===== src/rtl/period_tick_gen.sv =====
// Periodic tick generator: loads a period, ticks once per period, and can shorten the period at boundaries.
// Optional macro PERIOD_MIN_CLAMP_EN raises the period floor from 1 to MIN_PERIOD.
//
// state | meaning
// IDLE  | stopped, count held at 0, no ticks
// LOAD  | one cycle: fetch base_period into cur_period, clear count
// RUN   | counting; boundary when count == cur_period-1, tick registered on it
module period_tick_gen #(
  parameter int N          = 8,
  parameter int MIN_PERIOD = 4
) (
  input  logic         clk,
  input  logic         n_reset,
  input  logic         enable,
  input  logic         reload,
  input  logic         modify_period,
  input  logic [N-1:0] base_period,
  input  logic [N-1:0] step,
  output logic         tick,
  output logic [N-1:0] cur_period,
  output logic         at_floor
);

`ifdef PERIOD_MIN_CLAMP_EN
  localparam logic [N-1:0] FLOOR = N'(MIN_PERIOD);
`else
  // MIN_PERIOD has no effect without the clamp; the floor is fixed at 1.
  localparam logic [N-1:0] FLOOR = N'(1 + 0 * MIN_PERIOD);
`endif

  typedef enum logic [1:0] {
    S_IDLE = 2'd0,
    S_LOAD = 2'd1,
    S_RUN  = 2'd2
  } state_t;

  state_t       state, state_nxt;
  logic [N-1:0] count, count_nxt;
  logic [N-1:0] period_nxt;
  logic [N-1:0] load_val;
  logic [N-1:0] shortened;
  logic [N:0]   diff;
  logic         tick_nxt;
  logic         boundary;

  // Extra MSB on the subtraction catches underflow, which saturates to the floor.
  always_comb begin
    diff = {1'b0, cur_period} - {1'b0, step};
    if (diff[N] || (diff[N-1:0] < FLOOR)) shortened = FLOOR;
    else                                   shortened = diff[N-1:0];
  end

  assign load_val = (base_period < FLOOR) ? FLOOR : base_period;
  assign boundary = (count == (cur_period - N'(1)));
  assign at_floor = (cur_period == FLOOR);

  always_comb begin
    state_nxt  = state;
    count_nxt  = count;
    period_nxt = cur_period;
    tick_nxt   = 1'b0;
    case (state)
      S_IDLE: begin
        count_nxt = '0;
        if (enable) state_nxt = S_LOAD;
      end
      S_LOAD: begin
        count_nxt = '0;
        if (!enable) begin
          state_nxt = S_IDLE;
        end else begin
          period_nxt = load_val;
          state_nxt  = S_RUN;
        end
      end
      S_RUN: begin
        if (!enable) begin
          state_nxt = S_IDLE;
          count_nxt = '0;
        end else if (reload) begin
          state_nxt = S_LOAD;
          count_nxt = '0;
        end else if (boundary) begin
          count_nxt = '0;
          tick_nxt  = 1'b1;
          if (modify_period) period_nxt = shortened;
        end else begin
          count_nxt = count + N'(1);
        end
      end
      default: begin
        state_nxt = S_IDLE;
        count_nxt = '0;
      end
    endcase
  end

  always_ff @(posedge clk or negedge n_reset) begin
    if (!n_reset) begin
      state      <= S_IDLE;
      count      <= '0;
      tick       <= 1'b0;
      cur_period <= '1;
    end else begin
      state      <= state_nxt;
      count      <= count_nxt;
      tick       <= tick_nxt;
      cur_period <= period_nxt;
    end
  end

endmodule


===== config.mk =====
export PLATFORM = sky130hd
export DESIGN_NAME = period_tick_gen
export DESIGN_NICKNAME = d
export VERILOG_FILES = /design/src/rtl/period_tick_gen.sv
export SDC_FILE = /design/constraint.sdc
export NUM_CORES = 1
export LEC_CHECK = 0
export CAP_MARGIN = 40
export CORE_MARGIN = 1.5
export CORE_UTILIZATION = 46
export CTS_CLUSTER_DIAMETER = 60
export DETAILED_ROUTE_END_ITERATION = 12
export GPL_TIMING_DRIVEN = 0
export PLACE_DENSITY = 0.84
export SKIP_CTS_REPAIR_TIMING = 1
export SYNTH_ARGS = -nofsm -noshare
export SYNTH_HDL_FRONTEND = slang
export SYNTH_SLANG_ARGS = --single-unit

===== constraint.sdc =====
create_clock -name clk -period 2.39 [get_ports clk]
set_input_delay 0.239 -clock clk [delete_from_list [all_inputs] [get_ports clk]]
set_output_delay 0.239 -clock clk [all_outputs]
set_load 0.02 [all_outputs]

Word level (Yosys, flattened, before mapping) --
Index checks and enable logic that the tools add are counted.
Operators by class: mux-type cells 21, equal/unequal tests 11, $add $sub $neg 3, reduce and logical (&&, ||, !) cells 5, $lt $le $gt $ge 2
Operators with widths (number):
- $mux W8 | 11
- $lt A8 B1 Y1 const B | 2
- $pmux W8 S2 | 1
- $ne A2 B2 Y1 const B | 6
- $sub A8 B8 Y9 | 1
- $add A8 B1 Y8 const B | 1
- $eq A8 B1 Y1 const B | 1
- $eq A8 B8 Y1 | 1
- $mux W2 | 4
- $sub A8 B1 Y8 const B | 1
- $pmux W2 S3 | 1
- $reduce_and A6 Y1 | 1
- $mux W1 | 4
- $ne A3 B3 Y1 const B | 1
- $eq A2 B1 Y1 const B | 1
- $eq A2 B2 Y1 const B | 1
- $logic_not A2 Y1 | 1
- $reduce_and A2 Y1 | 1
- $reduce_bool A2 Y1 | 1
- $logic_or A1 B1 Y1 | 1
Word-level totals: output and inout port bits 10, logic and storage cells 46, bits in registers 19, input port bits 21

Longest topological paths before layout --
Gate-level depths: netlist of the first run.
word-level depth 9, gate-level depth with buffers 10, depth with buffers taken out 10

Least setup slack after synthesis of the first run --
OpenSTA, ideal clock, no wires.
kind register to register, start point register cur_period[0], end point register cur_period[0], data arrival time 2.555 ns, cell stages (with the launch flop) 11, path buffers 0, data required time 2.299 ns, path slack -0.256 ns, library setup time 0.091 ns, cells stage by stage dfstp_2 inv_1 ha_1 inv_1 fa_1 a211oi_1 or2_2 a2111oi_0 o211ai_1 o311a_1 o31ai_1
On the way: longest elaborated chain between the ends 9, elaborated cells between the ends (all ways) 13
Ends and longest elaborated chain:
- from (decl) | line 20 | output logic [N-1:0] cur_period,
- from (signal assigned) | line 108 | cur_period <= period_nxt;
- $sub A8 B8 Y9 | line 48 | diff = {1'b0, cur_period} - {1'b0, step};
- $lt A8 B1 Y1 | line 49 | if (diff[N] || (diff[N-1:0] < FLOOR)) shortened = FLOOR;
- $logic_or A1 B1 Y1 | line 49
- $mux W8 | line 49
- $mux W8 | line 86 | if (modify_period) period_nxt = shortened;
- $mux W8 | line 83 | end else if (boundary) begin
- $mux W8 | line 80 | end else if (reload) begin
- $mux W8 | line 77 | if (!enable) begin
- $pmux W8 S2 | line 62 | case (state)
Parallel ways exist; a longest one is shown, timed or not. The select of a mux whose other input is x is not followed. A chain may end at the register's enable or synchronous reset.

Worst setup path after layout of the first run --
Same ends and word-level chain as after synthesis.

==> results of run 1 <==
flip-flops by register name, summed over array words and instances, names as in the netlist:
signal      flops
state           2
count           8
cur_period      8
tick            1
per-stage QoR:
stage | hold WS, ns | util (%)
after global routing | 0.454 | 68.4
final | 0.419 | 68.4
after CTS | 0.428 | 62.7
after global placement | 0.458 | 61.9
after floorplan | -0.0566 | -
after detailed placement | 0.477 | 61.9
Yosys cell counts (3+ instances only):
| library cell | count |
|---|---|
| nor2_1 | 16 |
| inv_1 | 12 |
| dfrtp_1 | 11 |
| ha_1 | 11 |
| xnor2_1 | 9 |
| dfstp_2 | 8 |
| xor2_1 | 8 |
| mux2_2 | 7 |
| nand2_1 | 7 |
| nor3_1 | 7 |
| nand3_1 | 6 |
| a211oi_1 | 5 |
| a22o_1 | 5 |
| o21ai_0 | 5 |
| a21oi_1 | 4 |
| nor2b_1 | 4 |
| nor4_1 | 3 |
| o21a_1 | 3 |
layout make-up:
class | count | share of cell area (%)
multi-input cells | 135 | 53.5
flip-flops and latches | 19 | 22.7
repair buffers | 38 | 17.5
well taps | 44 | 2.57
inverters | 12 | 2.11
clock buffers | 4 | 1.23
plain buffers | 2 | 0.351
power by group:
| group | internal, mW | total, mW | switching (mW) |
|---|---|---|---|
| Combinational | 0.505 | 1.04 | 0.533 |
| Clock | 0.0650 | 0.161 | 0.0963 |
| Sequential | 0.402 | 0.499 | 0.0964 |
| Total | 0.973 | 1.70 | 0.726 |
cell families after synthesis:
logic type               after synthesis  share of synthesized area, %
AND/OR/NAND/NOR                       60                          20.9
AO/OA/AOI/OAI                         39                          19.1
flip-flops                            19                          31.5
XOR/XNOR                              17                          9.68
buffers and inverters                 14                          3.41
adder cells (fa/ha/maj)               12                          10.2
multiplexers                           7                          5.12
metal layers:
| metal | GRT usage [%] | routed length (microns) |
|---|---|---|
| met5 | 0 | 0 |
| met4 | 7.45 | 40 |
| met3 | 4.05 | 143 |
| met2 | 37.8 | 1970 |
| met1 | 27.4 | 1720 |
critical path, stage by stage, from the launching register on:
cell	delay, ns
dfstp_2	0.58
inv_2	0.06
ha_4	0.15
inv_2	0.05
fa_2	0.22
a211oi_4	0.09
or2_4	0.27
a2111oi_4	0.33
o211ai_1	0.13
o311a_1	0.32
o31ai_2	0.23
how the worst min path moves through the flow:
stage                     startpoint       end
final                        n_reset  state[0]
after global placement      state[0]  state[0]
after detailed placement    state[0]  state[0]
after CTS                    n_reset  count[3]
after floorplan              n_reset  count[0]
after global routing         n_reset  count[3]
==> results.md, run 1 <==
* # H-tree levels at 1
* Number of global-route vias before repair at 1,393
* Share of layout cells above drive strength 1 at 23.3%
* Worst r2r dst: cur_period[0]
* Critical Path Fanout Max at 3
* MaxCap Viol Count at 0
* TNS Setup at -0.608 ns
* Sequential area share after synthesis at 31.5%
* DP Worst Slack at -0.527 ns
* Seq cells post-synth at 19
* Leading area contributor after synthesis: dfrtp_1
* Commonest non-fill, non-tap cell in the layout: clkdlybuf4s50_1
* Clock sink count at 19
* FMAX at 400 MHz
* Footprint of the multi-input gates at 1140 sq um
* Placement Rows at 20
* Area growth syn-to-layout at 39.0%
* Placed cell area at 1940 sq um
* CTS tree: done
* Pin count of the biggest net entering global routing at 20
* Fin area at 2140 sq um
* CP Capture Point: cur_period[0]
* Syn nets at 201
* Final Slew Violations at 0
* Nets@finish at 244
* Top FF cell, synth: dfrtp_1
* Maximum VDD drop at 0.000390 V
* Failing checks: negative setup slack
* Asr flop ratio synth at 100%
* Most frequent cells in the layout: clkdlybuf4s50_1, nor2_1, dfrtp_1
* Antenna cells at 0
* Initial DRT Pass Iterations at 7
* Outcome: complete, but fails checks
* Clock Tree Buf Depth at 2
* 1st-iter DRT viols at 81
* DRC violation count after routing at 0
* Final Wtd Congestion at 0.890
* Core ar. at 3130 sq um
* Crit path from: cur_period[0]
* RSZ-0062 raised after global routing: true
* Post-layout min period at 2.50 ns
* Setup violations, final at 8
* Area share of the largest cell type after synthesis at 17.9%
* Initial antenna violation count at 0
* First-pass GRT wire length at 6070 microns
* Syn_area_per_cell at 9.16 sq um
* Worst Setup Start Kind: flop
* Total CTS buffers at 3
* DP HPWL at 2880 microns
* Final period util at 105%
* Final Power at 1.70 mW
* Required time of the critical path at 2.61 ns
* RR Startpoint: cur_period[0]
* Hold Crit Class: input pin to async pin
* YS warnings at 0
* Worst setup EP type: flop
* Critical path class: flop to flop
* Synth area leaders: dfrtp_1, dfstp_2, ha_1
* CP arrival at 2.72 ns
* Reg2reg setup slack at -0.11 ns
* Initial Utilization at 49.2%
* R2r worst-path depth at 10
* Synth Cell Area at 1540 sq um
* GRT overflow at 0
* Via count at 1,481
* Io pins at 31
* Post-route ant nets at 0
* Clock Latency Late Sink at 0.29 ns
* Skew final at 0.00596 ns
* Final WL at 3880 microns
* Worst-margin pin slew at 0.844 ns
* Clock root buffer: clkbuf_4
* Die Ht at 60.8 microns
* Post-route setup slack at -0.110 ns
* Final hold vios at 0
* Distinct cells, synth at 43
* Die W at 60.8 microns
* Post-route insts no fill at 254
* Pwr dens at 794 nW/um^2
* Pleak at 0.894 nW
* FF+latch area at 485 sq um
* Number of flops mapped to enable cells by yosys at 0
* WL/cell at 15.3 microns
* Gr usage total at 21.9%
* Die area at 3700 sq um
* Placed insts at 242
* Fill count at 259
* Clk slew on worst S/H paths at 0.11 ns
* Slew headroom at 43.5%
* Gate Count Post-Synth at 168
* IO buf count at 30
* Via/cell ratio at 5.83
Power figures use the tool's default switching activity.
==> inputs of run 2 (changes only) <==
--- a/config.mk
+++ b/config.mk
@@ -7,11 +7,11 @@
 export LEC_CHECK = 0
 export CAP_MARGIN = 40
 export CORE_MARGIN = 1.5
-export CORE_UTILIZATION = 46
+export CORE_UTILIZATION = 55
 export CTS_CLUSTER_DIAMETER = 60
 export DETAILED_ROUTE_END_ITERATION = 12
 export GPL_TIMING_DRIVEN = 0
-export PLACE_DENSITY = 0.84
+export PLACE_DENSITY = 0.94
 export SKIP_CTS_REPAIR_TIMING = 1
 export SYNTH_ARGS = -nofsm -noshare
 export SYNTH_HDL_FRONTEND = slang
==> constraint.sdc (replaced) <==
create_clock -name clk -period 3.1 [get_ports clk]
set_input_delay 0.31 -clock clk [delete_from_list [all_inputs] [get_ports clk]]
set_output_delay 0.31 -clock clk [all_outputs]
set_load 0.02 [all_outputs]
==> run 2 against run 1 <==
  * Cell count shrank 8.7%
  * Fmax shrank 12%
  * Power shrank 33%
  * Clock skew is essentially flat
  * The flow now finishes without violations
  * Wire length shrank 2.9%
  * Largest cell class unchanged
==> results.md, run 2 (synthesized netlist as in run 1, its figures left out) <==
* 1st-iter DRT viols at 57 (was 81)
* CTS tree: done (unchanged)
* Setup violations, final at 0 (was 8)
* Slew headroom at 45.2% (was 43.5%)
* Die W at 55.9 microns (was 60.8 microns)
* Area growth syn-to-layout at 24.1% (was 39.0%)
* DRC violation count after routing at 0 (unchanged)
* Io pins at 31 (unchanged)
* GRT overflow at 0 (unchanged)
* CP cell instances: inv_1 > ha_1 > inv_1 > fa_1 > a211oi_2 > or2_2 > a2111oi_0 > o211ai_1 > o311a_1 > o31ai_1 (was inv_2 > ha_4 > inv_2 > fa_2 > a211oi_4 > or2_4 > a2111oi_4 > o211ai_1 > o311a_1 > o31ai_2)
* Gr usage total at 24.8% (was 21.9%)
* Share of layout cells above drive strength 1 at 11.9% (was 23.3%)
* Final period util at 91.7% (was 105%)
* Skew final at 0.00577 ns (was 0.00596 ns)
* # H-tree levels at 1 (unchanged)
* Final WL at 3760 microns (was 3880 microns)
* CP arrival at 3.07 ns (was 2.72 ns)
* Die Ht at 55.9 microns (was 60.8 microns)
* Critical Path Fanout Max at 8 (was 3)
* Nets@finish at 236 (was 244)
* TNS Setup at 0 ns (was -0.608 ns)
* Final hold vios at 0 (unchanged)
* Commonest non-fill, non-tap cell in the layout: clkdlybuf4s50_1 (unchanged)
* Number of global-route vias before repair at 1,461 (was 1,393)
* Clk slew on worst S/H paths at 0.11 ns (about the same)
* Clock sink count at 19 (unchanged)
* DP Worst Slack at -0.0912 ns (was -0.527 ns)
* WHS at 0.464 ns (was 0.419 ns)
* Slowest stage delay, CP at 0.64 ns (was 0.58 ns)
* Critical path class: flop to flop (unchanged)
* Placement Rows at 18 (was 20)
* Worst Setup Start Kind: flop (unchanged)
* Hold Crit Class: input pin to async pin (unchanged)
* MaxCap Viol Count at 0 (unchanged)
* Buffer and inverter count on the worst path at 2 (unchanged)
* Pleak at 0.805 nW (was 0.894 nW)
* RSZ-0062 raised after global routing: false (was true)
* Pwr dens at 600 nW/um^2 (was 794 nW/um^2)
* Total CTS buffers at 3 (unchanged)
* Post-route setup slack at 0.256 ns (was -0.110 ns)
* Pin count of the biggest net entering global routing at 20 (unchanged)
* Worst setup EP type: flop (unchanged)
* Clock Latency Late Sink at 0.31 ns (was 0.29 ns)
* Initial DRT Pass Iterations at 4 (was 7)
* Post-route ant nets at 0 (unchanged)
* Fin area at 1910 sq um (was 2140 sq um)
* Worst-margin pin slew at 0.820 ns (was 0.844 ns)
* Via count at 1,449 (was 1,481)
* Crit path max-delay family: compound AO/OA/AOI/OAI gates (unchanged)
* Outcome: complete, no violations (was complete, but fails checks)
* Clock root buffer: clkbuf_4 (unchanged)
* Placed cell area at 1880 sq um (was 1940 sq um)
* IO buf count at 30 (unchanged)
* Final Slew Violations at 0 (unchanged)
* Via/cell ratio at 6.25 (was 5.83)
* Most frequent cells in the layout: clkdlybuf4s50_1, nor2_1, inv_1 (was clkdlybuf4s50_1, nor2_1, dfrtp_1)
* Worst path slowest cell: dfstp_2 (unchanged)
* Core ar. at 2570 sq um (was 3130 sq um)
* DP HPWL at 3030 microns (was 2880 microns)
* Clock Tree Buf Depth at 2 (unchanged)
* WL/cell at 16.2 microns (was 15.3 microns)
* Maximum VDD drop at 0.000564 V (was 0.000390 V)
* Largest regs: count x8, cur_period x8, state x2 (unchanged)
* Post-layout min period at 2.84 ns (was 2.50 ns)
* Initial antenna violation count at 0 (unchanged)
* First-pass GRT wire length at 6210 microns (was 6070 microns)
* Initial Utilization at 59.9% (was 49.2%)
* Antenna cells at 0 (unchanged)
* FMAX at 352 MHz (was 400 MHz)
* Final Power at 1.15 mW (was 1.70 mW)
* Most frequent cell on the critical path: inv_1 (was inv_2)
* Die area at 3120 sq um (was 3700 sq um)
* Required time of the critical path at 3.32 ns (was 2.61 ns)
* Final Wtd Congestion at 0.900 (was 0.890)
-- run 2: changes by cell type in the layout (fill, tap and decap cells not counted), moves of 3 or more --
cell and delta:
a211oi_1 +3, buf_4 -7, ha_1 +3, mux2_2 +7, mux2_4 -7
-- run 2: final cells by class --
class                           instances  area (sq um)
Buffer                                  2          7.51
Sequential cell                        19           485
Clock buffer                            3          22.5
Inverter                               12          45.0
Tap cell                               30          37.5
Clock inverter                          1          5.00
Multi-Input combinational cell        135          1010
Fill cell                             186           658
Timing Repair Buffer                   30           300
-- run 2: worst reg2reg max path, stage by stage (launching register included) --
cell       delay (ns)
dfstp_2          0.64
inv_1            0.10
ha_1             0.20
inv_1            0.07
fa_1             0.21
a211oi_2         0.10
or2_2            0.33
a2111oi_0        0.38
o211ai_1         0.15
o311a_1          0.35
o31ai_1          0.23
-- run 2: final timing paths --
kind / from / end / slack (ns) / depth (start not counted)
worst max-delay path: cur_period[0] / cur_period[0] / 0.26 / 10
worst min-delay path: n_reset / count[5] / 0.46 / 1
worst max register to register: cur_period[0] / cur_period[0] / 0.26 / 10
worst min register to register: state[0] / state[0] / 0.50 / 1
max in group asynchronous: n_reset / count[6] / 2.13 / 1
min in group clk: state[0] / state[0] / 0.50 / 1
-- run 2: power by group --
group	switching, mW	internal (mW)
clock network	0.0803	0.0482
registers	0.0804	0.310
logic	0.333	0.293
total	0.493	0.652
-- run 2: metrics by stage --
stage	utilization, %	instances
finish	74.4	232
global route	74.4	232
CTS	74.2	232
detailed placement	73.1	228
global placement	73.1	228
floorplan	-	168
-- run 2: routing by layer --
metal / global-route usage, % / share of wire (%) / vias to the layer above
met4: 5.44 / 0.88 / 0
li1: - / - / 688
met5: 0 / 0 / -
met3: 5.35 / 5.0 / 7
met1: 30.0 / 43 / 708
met2: 44.9 / 52 / 46
